`src/rtl/muldiv_if.sv`:
```
// Request/response bundle between a register-file controller and the
// iterative multiply/divide unit.
interface muldiv_if;
  logic        start;
  logic [1:0]  op;
  logic [15:0] a;
  logic [15:0] b;
  logic [3:0]  dst;
  logic        busy;
  logic        done;
  logic [15:0] result;
  logic        wen;
  logic [3:0]  selr;
  logic        divz;

  modport master (
    output start, op, a, b, dst,
    input  busy, done, result, wen, selr, divz
  );

  modport slave (
    input  start, op, a, b, dst,
    output busy, done, result, wen, selr, divz
  );
endinterface

```
`src/rtl/muldiv_unit.sv`:
```
// Sequential unsigned 16-bit MUL/MULH/DIV/REM unit: one bit per cycle,
// 16 iterations, with a result write-back pulse to the register file.
module muldiv_unit (
  input  logic     clk,
  input  logic     rst,
  muldiv_if.slave  bus
);
  typedef enum logic [1:0] {IDLE, RUN, DONE} state_t;

  state_t      state_reg, state_next;
  logic [4:0]  cnt_reg;
  logic [15:0] a_reg, b_reg;
  logic [1:0]  op_reg;
  logic [3:0]  selr_reg;
  logic [31:0] acc_reg;
  logic [15:0] result_reg;
  logic        divz_reg;

  logic        last_iter;
  logic        b_zero;
  logic [31:0] mul_step;
  logic [16:0] div_trial;
  logic [16:0] div_diff;
  logic [31:0] div_step;
  logic [31:0] acc_next;
  logic [15:0] result_next;

  assign last_iter = (cnt_reg == 5'd15);
  assign b_zero    = (b_reg == 16'h0000);

  // MUL walks the multiplier MSB first: shift the accumulator, add A on a set bit.
  assign mul_step = {acc_reg[30:0], 1'b0} + (b_reg[4'd15 - cnt_reg[3:0]] ? {16'h0000, a_reg} : 32'h0);

  // DIV keeps remainder in acc[31:16] and shifts dividend/quotient through acc[15:0].
  assign div_trial = acc_reg[31:15];
  assign div_diff  = div_trial - {1'b0, b_reg};
  assign div_step  = (div_trial >= {1'b0, b_reg}) ? {div_diff[15:0], acc_reg[14:0], 1'b1}
                                                  : {div_trial[15:0], acc_reg[14:0], 1'b0};

  assign acc_next = op_reg[1] ? div_step : mul_step;

  always_comb begin
    result_next = 16'h0000;
    case (op_reg)
      2'b00: result_next = acc_next[15:0];
      2'b01: result_next = acc_next[31:16];
      2'b10: result_next = b_zero ? 16'hFFFF : acc_next[15:0];
      2'b11: result_next = b_zero ? a_reg : acc_next[31:16];
      default: result_next = 16'h0000;
    endcase
  end

  always_comb begin
    state_next = state_reg;
    case (state_reg)
      IDLE: if (bus.start) state_next = RUN;
      RUN:  if (last_iter) state_next = DONE;
      DONE: state_next = IDLE;
      default: state_next = IDLE;
    endcase
  end

  always_ff @(posedge clk) begin
    if (rst) begin
      state_reg  <= IDLE;
      cnt_reg    <= 5'd0;
      a_reg      <= 16'h0000;
      b_reg      <= 16'h0000;
      op_reg     <= 2'b00;
      selr_reg   <= 4'h0;
      acc_reg    <= 32'h0;
      result_reg <= 16'h0000;
      divz_reg   <= 1'b0;
    end else begin
      state_reg <= state_next;
      case (state_reg)
        IDLE: begin
          if (bus.start) begin
            a_reg    <= bus.a;
            b_reg    <= bus.b;
            op_reg   <= bus.op;
            selr_reg <= bus.dst;
            cnt_reg  <= 5'd0;
            acc_reg  <= bus.op[1] ? {16'h0000, bus.a} : 32'h0;
          end
        end
        RUN: begin
          acc_reg <= acc_next;
          cnt_reg <= cnt_reg + 5'd1;
          if (last_iter) begin
            result_reg <= result_next;
            divz_reg   <= op_reg[1] & b_zero;
          end
        end
        default: ;
      endcase
    end
  end

  assign bus.busy   = (state_reg != IDLE);
  assign bus.done   = (state_reg == DONE);
  assign bus.wen    = (state_reg == DONE) & ~divz_reg;
  assign bus.result = result_reg;
  assign bus.selr   = selr_reg;
  assign bus.divz   = divz_reg;
endmodule

```
`src/flat_wrapper.sv`:
```
// flat-port wrapper written by rule: the top's interface ports become plain ports
module muldiv_unit_flat 
  (clk, rst, bus_start, bus_op, bus_a, bus_b, bus_dst, bus_busy, bus_done, bus_result, bus_wen, bus_selr, bus_divz);
  muldiv_if bus_i ();
  input  logic clk;
  input  logic rst;
  input wire logic [$bits(bus_i.start)-1:0] bus_start;
  input wire logic [$bits(bus_i.op)-1:0] bus_op;
  input wire logic [$bits(bus_i.a)-1:0] bus_a;
  input wire logic [$bits(bus_i.b)-1:0] bus_b;
  input wire logic [$bits(bus_i.dst)-1:0] bus_dst;
  output wire logic [$bits(bus_i.busy)-1:0] bus_busy;
  output wire logic [$bits(bus_i.done)-1:0] bus_done;
  output wire logic [$bits(bus_i.result)-1:0] bus_result;
  output wire logic [$bits(bus_i.wen)-1:0] bus_wen;
  output wire logic [$bits(bus_i.selr)-1:0] bus_selr;
  output wire logic [$bits(bus_i.divz)-1:0] bus_divz;
  assign bus_i.start = bus_start;
  assign bus_i.op = bus_op;
  assign bus_i.a = bus_a;
  assign bus_i.b = bus_b;
  assign bus_i.dst = bus_dst;
  assign bus_busy = bus_i.busy;
  assign bus_done = bus_i.done;
  assign bus_result = bus_i.result;
  assign bus_wen = bus_i.wen;
  assign bus_selr = bus_i.selr;
  assign bus_divz = bus_i.divz;
  muldiv_unit u_core (.clk(clk), .rst(rst), .bus(bus_i));
endmodule
```
`config.mk`:
```
export PLATFORM = sky130hd
export DESIGN_NAME = muldiv_unit_flat
export DESIGN_NICKNAME = d
export VERILOG_FILES = /design/src/rtl/muldiv_if.sv /design/src/rtl/muldiv_unit.sv /design/src/flat_wrapper.sv
export SDC_FILE = /design/constraint.sdc
export NUM_CORES = 1
export LEC_CHECK = 0
export BUFFER_PORTS_ARGS = -buffer_cell sky130_fd_sc_hd__clkbuf_2
export CORE_MARGIN = 2
export CORE_UTILIZATION = 65
export DETAILED_ROUTE_END_ITERATION = 7
export PLACE_DENSITY = 0.87
export REMOVE_ABC_BUFFERS = 1
export SYNTH_ARGS = -nofsm -noshare
export SYNTH_HDL_FRONTEND = slang
export SYNTH_SLANG_ARGS = --single-unit
```
`constraint.sdc`:
```
create_clock -name clk -period 7.52 [get_ports clk]
set_input_delay 1.128 -clock clk [delete_from_list [all_inputs] [get_ports clk]]
set_output_delay 1.128 -clock clk [all_outputs]
set_load 0.05 [all_outputs]
```
==> out/summary.txt <==
Core Region -> 9820 µm²
Starting Density -> 0.671
TritonCTS Buffers -> 9
post-synthesis sequential area ratio -> 0.286
Final Skew -> 0.0186 ns
final-report setup violation count -> 0
Setup WS post-layout -> 2.73 ns
Vias -> 7,086
n_diodes -> 0
status -> finished, final reports clean
vias in the first global route -> 6,670
I/O pin cnt -> 65
register area -> 1880 µm²
pre-CTS setup slack -> 2.92 ns
gpl congestion -> 0.966
sw frac -> 0.353
setup bufs post-CTS -> 0
CP Capture Type -> register
Area Growth Syn to Fin -> 8.55%
fmax -> 209 MHz
max incr delay on CP -> 0.99 ns
CTS tree -> done
Post-Syn Area -> 6590 µm²
crit path DAT -> 5.11 ns
Synth Instances -> 877
Synth top area share -> 0.286
Die Span X -> 105 µm
worst hold path class -> reg2reg
number of synthesized flops with an enable pin -> 0
Routed WL per cell -> 19.9 µm
Synth Flop Type -> dfxtp_1
fillcell total -> 808
synth warn -> 0
clock power share -> 0.304
largest net degree at the start of global routing -> 66
RSZ-0062 raised after global routing -> no
clk slew on worst S/H paths -> 0.11 ns
Sw Pwr -> 0.432 mW
maximum vdd drop -> 0.000159 V
Nets -> 987
dominant cells by area after synthesis -> dfxtp_1 29%, nand2_1 9.0%, a21oi_1 6.9%, ha_1 6.3%, o21ai_0 3.5%
first-pass GRT wire length -> 33,800 µm
max reg flops -> 32
post-DP HPWL -> 15,300 µm
crit path time final -> 4.79 ns
slowest stage cell, crit path -> a21oi_1
Comb pwr share -> 0.249
distinct cell type count after synthesis -> 82
Root Buffer -> clkbuf_8
Leak -> 2.84 nW
H-tree depth -> 3
Buffers on Ports -> 64
Die Span Y -> 105 µm
initial antenna violation count -> 0
CTS Hold Bufs -> 0
final core occ -> 0.728
Worst-Skew Late Latency -> 0.39 ns
share of cells above drive strength 1 -> 0.135
Final Hold Vio Count -> 0
Critical Path RT -> 7.84 ns
cell with the most instances after synthesis -> nand2_1
all-layer global routing usage -> 0.381
setup TNS -> 0 ns
Clock Tree Buf Depth -> 2
CP Cell Sequence -> mux4_2 -> nor2b_1 -> a211oi_1 -> a21oi_1 -> and2_1 -> ha_1 -> inv_1 -> fa_1 -> nand2b_1 -> a21oi_2 -> o2111ai_1 -> a21boi_1 -> o211ai_1 -> mux2_4 -> o31a_1 -> o21ai_2
row count -> 36
Post-synth top cells -> 158 x nand2_1, 94 x dfxtp_1, 91 x a21oi_1
Max Cap Viol -> 0
number of gates resized after CTS -> 0
Setup CP Type -> reg2reg
final slew viol count -> 0
Setup crit start kind -> register
worst slew pin tran -> 1.30 ns
leading area contributor after synthesis -> dfxtp_1
CP Max Fanout -> 16
Die Area -> 11,000 µm²
DR pass1 iterations -> 6
final wirelength -> 20,900 µm
Int Pwr -> 0.791 mW
area of the multi-input gates -> 4390 µm²
DRC viols -> 0
Seq cells post-synth -> 94
pwr dens -> 171 nW/µm²
register share of total power -> 0.446
Tcrit/Tclk final -> 0.637
clk sink count -> 94
Slew HR -> 0.135
Post-synth ARST share -> 0
Antenna Violating Nets Remaining -> 0
syn_area_per_cell -> 7.51 µm²
Iter 0 DRT Violations -> 712
global route overflow -> 0
vias per cell -> 6.76
==> power by group through the flow <==
stage               sequential (mW)  clock, mW  combinational, mW
floorplan                     0.555          0              0.202
CTS                           0.544      0.372              0.298
detailed placement            0.556          0              0.296
finish                        0.546      0.372              0.305
global route                  0.549      0.388              0.330
global placement              0.555          0              0.289
==> worst max-delay path: cells and delay by family, from the launching register on <==
kind | cells | cell delay (ns)
DFF | 1 | 0.51
AOI/OAI and AO/OA | 8 | 2.37
adders and majority gates | 2 | 0.58
and+or+nand+nor | 3 | 0.59
muxes | 2 | 0.59
buffers and inverters | 1 | 0.06
==> cells in the final DEF (no fill, tap or decap), types with 5 or more instances in the layout <==
| cell | n |
|---|---|
| nand3_1 | 23 |
| nand2_1 | 158 |
| and3_1 | 10 |
| xor2_1 | 6 |
| a22o_1 | 6 |
| o22ai_1 | 11 |
| nor4_1 | 7 |
| nor2_1 | 61 |
| mux2i_1 | 5 |
| xnor2_1 | 16 |
| and2_1 | 21 |
| clkbuf_2 | 64 |
| ha_1 | 33 |
| clkbuf_8 | 9 |
| o211ai_1 | 8 |
| a21oi_1 | 91 |
| a31oi_1 | 7 |
| o21ai_0 | 46 |
| o221ai_1 | 9 |
| nand2b_1 | 9 |
| nor2b_1 | 9 |
| a21o_1 | 10 |
| nand4_1 | 8 |
| a211oi_1 | 10 |
| nor3_1 | 14 |
| a221oi_1 | 9 |
| o21ai_1 | 7 |
| inv_1 | 30 |
| buf_4 | 8 |
| dfxtp_1 | 93 |
==> final timing paths <==
check / startpoint / end / slack [ns] / cells past startpoint
hold / removal: u_core.bus.result[13] / u_core.bus.result[13] / 0.46 / 2
setup / recovery: u_core.cnt_reg[1] / u_core.bus.result[15] / 2.73 / 16
setup reg to reg: u_core.cnt_reg[1] / u_core.bus.result[15] / 2.73 / 16
hold reg to reg: u_core.bus.result[13] / u_core.bus.result[13] / 0.46 / 2
==> metrics by stage <==
step	hold WS (ns)	cell area, µm²	instances	power (mW)
global placement	0.426	6940	1033	0.843
CTS	0.457	7150	1049	1.21
global route	0.487	7150	1049	1.27
detailed placement	0.443	6940	1033	0.852
floorplan	0.438	6390	828	0.756
finish	0.461	7150	1049	1.22
==> cells by family after synthesis <==
logic type	after synthesis	synth area share
mux	13	0.0292
xor+xnor	22	0.0292
compound gates	288	0.298
buf+inv	81	0.0482
simple gates	344	0.241
fa+ha+maj	35	0.0687
flops	94	0.286
==> metal layers <==
| metal | global-route usage | up-vias | wire length [µm] |
|---|---|---|---|
| met5 | 0 | - | 0 |
| met4 | 0.145 | 0 | 617 |
| met3 | 0.0655 | 58 | 2160 |
| met2 | 0.592 | 410 | 9360 |
| met1 | 0.528 | 3346 | 8780 |
| li1 | - | 3272 | - |
==> layout make-up <==
cell class / count / share of cell area
inverters: 32 / 0.0168
multi-input cells: 702 / 0.614
well taps: 133 / 0.0233
clock buffers: 9 / 0.0173
repair buffers: 72 / 0.0532
flip-flops and latches: 94 / 0.263
clock inverters: 7 / 0.0121
No activity file was read; power rests on OpenSTA's default activity.
